==> src/rtl/tft_spi_arbiter.sv <==
// Round-robin arbiter and byte sequencer sitting between two TFT clients and the
// shared SPI byte engine: locks whole transactions, drives DC per byte, runs load/busy.
module tft_spi_arbiter #(
    parameter int BUSY_TIMEOUT = 15
) (
    input  logic        clk,
    input  logic        reset,
    input  logic [1:0]  req_valid,
    input  logic [15:0] req_data,
    input  logic [1:0]  req_dc,
    input  logic [1:0]  req_last,
    output logic [1:0]  req_ready,
    output logic        grant,
    output logic        active,
    output logic        spi_load,
    output logic [7:0]  spi_data,
    input  logic        spi_busy,
    output logic        tft_dc,
    output logic        err_timeout
);

    localparam int CNT_W = $clog2(BUSY_TIMEOUT + 1);
    localparam logic [CNT_W-1:0] CNT_LAST = CNT_W'(BUSY_TIMEOUT - 1);

    typedef enum logic [1:0] {
        IDLE      = 2'd0,
        LOAD      = 2'd1,
        WAIT_BUSY = 2'd2,
        WAIT_DONE = 2'd3
    } state_t;

    state_t           state_q;
    logic             grant_q;
    logic             active_q;
    logic             spi_load_q;
    logic [7:0]       spi_data_q;
    logic             tft_dc_q;
    logic [1:0]       req_ready_q;
    logic             err_timeout_q;
    logic             last_served_q;
    logic             last_q;
    logic [CNT_W-1:0] cnt_q;

    logic             winner_d;
    logic             sel_valid;
    logic [7:0]       sel_data;
    logic             sel_dc;
    logic             sel_last;

    // Only the locked requester's lane is ever looked at outside IDLE.
    always_comb begin
        sel_valid = grant_q ? req_valid[1]     : req_valid[0];
        sel_data  = grant_q ? req_data[15:8]   : req_data[7:0];
        sel_dc    = grant_q ? req_dc[1]        : req_dc[0];
        sel_last  = grant_q ? req_last[1]      : req_last[0];
        winner_d  = (req_valid == 2'b11) ? ~last_served_q : req_valid[1];
    end

    always_ff @(posedge clk or posedge reset) begin
        if (reset) begin
            state_q       <= IDLE;
            grant_q       <= 1'b0;
            active_q      <= 1'b0;
            spi_load_q    <= 1'b0;
            spi_data_q    <= 8'h00;
            tft_dc_q      <= 1'b0;
            req_ready_q   <= 2'b00;
            err_timeout_q <= 1'b0;
            last_served_q <= 1'b1;
            last_q        <= 1'b0;
            cnt_q         <= '0;
        end else begin
            req_ready_q   <= 2'b00;
            err_timeout_q <= 1'b0;
            case (state_q)
                IDLE: begin
                    if (|req_valid) begin
                        grant_q  <= winner_d;
                        active_q <= 1'b1;
                        state_q  <= LOAD;
                    end
                end
                LOAD: begin
                    if (sel_valid) begin
                        spi_data_q  <= sel_data;
                        tft_dc_q    <= sel_dc;
                        spi_load_q  <= 1'b1;
                        req_ready_q <= grant_q ? 2'b10 : 2'b01;
                        last_q      <= sel_last;
                        cnt_q       <= '0;
                        state_q     <= WAIT_BUSY;
                    end
                end
                WAIT_BUSY: begin
                    if (spi_busy) begin
                        spi_load_q <= 1'b0;
                        cnt_q      <= '0;
                        state_q    <= WAIT_DONE;
                    end else if (cnt_q == CNT_LAST) begin
                        // Engine never acknowledged: drop the whole transaction.
                        spi_load_q    <= 1'b0;
                        err_timeout_q <= 1'b1;
                        active_q      <= 1'b0;
                        last_served_q <= grant_q;
                        cnt_q         <= '0;
                        state_q       <= IDLE;
                    end else begin
                        cnt_q <= cnt_q + 1'b1;
                    end
                end
                WAIT_DONE: begin
                    if (!spi_busy) begin
                        if (last_q) begin
                            active_q      <= 1'b0;
                            last_served_q <= grant_q;
                            state_q       <= IDLE;
                        end else begin
                            state_q <= LOAD;
                        end
                    end
                end
                default: state_q <= IDLE;
            endcase
        end
    end

    assign req_ready   = req_ready_q;
    assign grant       = grant_q;
    assign active      = active_q;
    assign spi_load    = spi_load_q;
    assign spi_data    = spi_data_q;
    assign tft_dc      = tft_dc_q;
    assign err_timeout = err_timeout_q;

endmodule
==> config.mk <==
export PLATFORM = sky130hd
export DESIGN_NAME = tft_spi_arbiter
export DESIGN_NICKNAME = d
export VERILOG_FILES = /design/src/rtl/tft_spi_arbiter.sv
export SDC_FILE = /design/constraint.sdc
export NUM_CORES = 1
export LEC_CHECK = 0
export BUFFER_PORTS_ARGS = -buffer_cell sky130_fd_sc_hd__buf_2
export CAP_MARGIN = 25
export CORE_MARGIN = 2
export CORE_UTILIZATION = 49
export DETAILED_ROUTE_END_ITERATION = 8
export GPL_TIMING_DRIVEN = 0
export PLACE_DENSITY_LB_ADDON = 0.25
export SLEW_MARGIN = 20
export SYNTH_ARGS = -nofsm -noshare
export SYNTH_HDL_FRONTEND = slang
export SYNTH_SLANG_ARGS = --single-unit
==> constraint.sdc <==
create_clock -name clk -period 4.5 [get_ports clk]
set_input_delay 0.675 -clock clk [delete_from_list [all_inputs] [get_ports clk]]
set_output_delay 0.675 -clock clk [all_outputs]
set_load 0.02 [all_outputs]
==> impl_summary.md <==
Status
The flow ran to the end, and the final reports show no timing, DRC or antenna violations.

Clock tree
The tree is rooted in a clkbuf_4. The clock-pin slew on the worst setup and hold paths is 130 ps. Clock tree synthesis inserted a total of 3 buffers.

The quantity of hold-fixing buffers added after cts is 0. Counting along the longest clock path gives a buffer depth of 2. After clock tree synthesis, the setup repair step added 0 buffers. CTS saw 23 sinks. The clock reaches the later pin of the worst-skew pair after 310 ps. In this run the number of H-tree levels came out at 1.

The CTS tree is yes. Post-CTS repair changed the size of 0 cells.

Final layout
The filler cell count is 230. The repair_antennas step left the layout with diodes totalling 0. The multi-input combinational cell area is 594 µm². For this run, the number of standard cells in the final layout without fillers is 191. The final design instance area without fill is 0.00149 mm². The final layout contains 194 nets.

The fraction of final layout cells sized beyond drive strength 1 is 33.5%. The register cell area after layout is 577 µm². From synthesis to final layout, the design area changed by 21.2%.

Floorplanning
The I/O pin count is 40. The die covers 0.00292 mm². After floorplanning, the core was divided into 18 placement rows.

The die is 54.1 µm tall. From left edge to right edge, the die measures 54.1 µm. The area of the placeable core is 0.00243 mm². For this configuration, the core starts out at a cell density of 50.5%.

GRT
The met2 layer usage reported by global route is 31.9%. The via count of the first global-routing pass is 904. After global routing the overflow that remains totals 0. The combined global-route utilization of all metal layers is 18.3%. The global-route wire length before repair is 3.85 mm. The layer with the highest usage after global routing is met2. Entering global routing, the biggest net connects 24 pins. The number of antenna violations at the first check in global routing came to 0.

Global routing used 22.9% of the available met1 tracks. The global-route met3 utilization is 2.78%.

Logic synthesis
The synthesized netlist contains 33 unique library cells. The post-synthesis sequential element count is 23. Ranked by instance count, the synthesized netlist is headed by dfrtp_1, nand2_1, o21ai_0.

After synthesis, flip-flops and latches occupy 46.9% of the total area. The cell count after synthesis is 118. The mean instance size in the synthesized netlist is 10.4 µm². The proportion of synthesized flip-flops having asynchronous set or reset is 100%.

The share of the synthesized area in the top cell type is 44.8%. By area the synthesized netlist is led by dfrtp_1, mux2i_1, ha_1. The dominant cell by count in the synthesized netlist is dfrtp_1. Counting flops with a built-in enable in the synthesized netlist gives 0. The netlist area before placement is 0.00123 mm². The number of warnings issued by yosys is 0. The net count after synthesis is 150.

dfrtp_1 takes more of the synthesized area than any other cell. In the synthesized netlist the dominant register cell turns out to be dfrtp_1.

Drt
The total number of vias is 974. In the routed layout, each cell is associated on average with a via count of 5.10. For this block, the initial DRC count from the detailed router was 4. In the routed design, unresolved DRC markers number 0. The count of nets left with antenna violations once routing finished came out at 0. The detail-routed net length per standard cell is 12.4 µm.

The first detailed-routing pass took 4 iterations. After detailed routing, the total wire length is 2.37 mm.

Timing
The number of hold-slack violations in the final timing report is 0. The maximum clock frequency is 559 MHz. The count of final setup violators is 0. Measured against its own limit, the worst slew margin works out to 41.3%.

The slew at the pin closest to its max-slew limit is 880 ps. Setup repair after global routing left no endpoint under its margin. The setup skew after layout is 5.61 ps. The share of the clock period used by the worst path after layout is 39.7%.

The worst path needs 1790 ps of the cycle, external delays included. The number of max-slew violations in the final report was 0. Adding up every negative setup slack in the final design gives 0 ps.

Setup path
Data arrives at the worst endpoint at 2000 ps. In this design, the largest share of critical-path delay is due to compound AO/OA/AOI/OAI gates. In this design, the stage delay of the slowest critical-path cell is 450 ps. Traced cell by cell, the critical path runs through inv_1 -> ha_1 -> buf_2 -> nand2_1 -> a21boi_0 -> nand4_1 -> a22o_1.

The slowest library cell on the worst path is dfrtp_1. Of all nets on the critical path, the largest fanout is 9. The type of the setup path with the least slack is flip-flop to flip-flop. The setup slack on the worst flop-to-flop path is 2710 ps. STA classifies the critical path endpoint as a flip-flop. The number of cells on the critical path is 7.

STA puts the critical path data required time at 4710 ps. Counting both buffers and inverters, the worst setup path holds a total of 2. The number of cells traversed by the worst register-to-register path is 7. In this run the critical register-to-register path is captured at active$_DFFE_PP0P_.

STA classifies the critical path startpoint as a flip-flop. The startpoint identified for the worst register-to-register timing path is state_q[0]$_DFFE_PP0P_.

Job
Across the run, the number of max-cap violations was 0.

Min path
The hold path startpoint is tft_dc$_DFFE_PP0P_. The class of the tightest hold or removal check is flip-flop to flip-flop. The path with the worst hold slack has its endpoint at tft_dc$_DFFE_PP0P_. The instance count along the most critical hold path is 2.

Placed design
The wire-length estimate of the detail-placed layout is 1.87 mm. During placement, the flow inserted port buffers numbering 39. The congestion estimate from routability-driven global placement came to 0.727. The post-placement cell area is 0.00146 mm².

The number of cells in the design after placement is 187.

Power
For this design the static power due to leakage is 0.783 nW. Overall power consumption after layout is estimated at 958 µW. The worst-case IR drop observed on VDD is 0.000479 V. The power per unit of standard cell area is 643 mW/mm².
layout by cell type (no fill, tap or decap), drive strengths merged:
cell,netlist,routed
a211o,1,1
a211oi,1,1
a21boi,1,1
a22o,1,1
a22oi,1,1
a31oi,3,3
a32o,1,1
a41oi,1,1
and3,4,4
buf,5,44
clkbuf,0,3
clkinv,0,1
dfrtp,22,22
dfstp,1,1
ha,7,7
inv,7,7
mux2,2,2
mux2i,12,12
nand2,17,17
nand2b,5,5
nand3,2,2
nand4,1,1
nor2,3,3
nor2b,1,1
nor3b,1,1
nor4,1,1
o21ai,13,13
o21bai,1,1
o2bb2ai,1,1
o31ai,1,1
or2,1,1
tightest hold or removal path, delay by kind of cell (launching register included):
family / cells / cell delay [ps]
AO/OA/AOI/OAI: 1 / 60
AND/OR/NAND/NOR: 1 / 50
flip-flops: 1 / 360
how the worst max path moves through the flow:
stage                        endpoint                    from  slack, ps
3_5_place_dp     cnt_q[3]$_DFFE_PP0P_            req_valid[0]       2710
4_1_cts            active$_DFFE_PP0P_  state_q[0]$_DFFE_PP0P_       2740
5_1_grt        state_q[0]$_DFFE_PP0P_  state_q[0]$_DFFE_PP0P_       2650
6_report           active$_DFFE_PP0P_  state_q[0]$_DFFE_PP0P_       2710
3_3_place_gp     cnt_q[3]$_DFFE_PP0P_            req_valid[0]       2730
2_1_floorplan    cnt_q[3]$_DFFE_PP0P_            req_valid[0]       2930
where the power goes:
group | switching (mW) | total, mW | leakage, nW | internal (mW)
clock network | 0.0632 | 0.0964 | 0.0177 | 0.0332
registers | 0.0507 | 0.340 | 0.291 | 0.289
logic | 0.298 | 0.522 | 0.474 | 0.224
total | 0.412 | 0.958 | 0.783 | 0.546
registers in the layout, summed over array words and instances (netlist names):
signal and cells:
err_timeout 1, state_q 2, spi_load 1, cnt_q 4, active 1, tft_dc 1
last_served_q 1, req_ready 2, last_q 1, spi_data 8, grant 1
area by class of cell:
| type | count | share of cell area (%) |
|---|---|---|
| Multi-Input combinational cell | 83 | 39.9 |
| Buffer | 5 | 2.10 |
| Timing Repair Buffer | 39 | 13.1 |
| Inverter | 7 | 1.76 |
| Tap cell | 30 | 2.52 |
| Sequential cell | 23 | 38.7 |
| Clock buffer | 3 | 1.51 |
| Clock inverter | 1 | 0.336 |
layer usage:
| metal | up-vias | part of all wire [%] |
|---|---|---|
| met5 | - | 0 |
| met2 | 26 | 50 |
| met1 | 449 | 45 |
| met4 | 0 | 0.42 |
| met3 | 2 | 4.9 |
| li1 | 497 | - |
kinds of logic (layout without fill, tap and decap cells):
| group | Yosys count | in the layout | synth area share [%] |
|---|---|---|---|
| buf+inv | 12 | 55 | 4.68 |
| fa+ha+maj | 7 | 7 | 7.13 |
| simple gates | 36 | 36 | 14.8 |
| mux | 14 | 14 | 12.9 |
| compound gates | 26 | 26 | 13.5 |
| flops | 23 | 23 | 46.9 |
stage by stage:
stage	utilization [%]	worst slack [ps]	hold slack, ps
3_5_place_dp	60.1	2710	470
6_report	61.2	2710	492
2_1_floorplan	-	2930	471
3_3_place_gp	60.1	2730	459
5_1_grt	61.2	2650	518
4_1_cts	61.2	2740	501
Note: power is estimated with default switching activity, not from simulation.
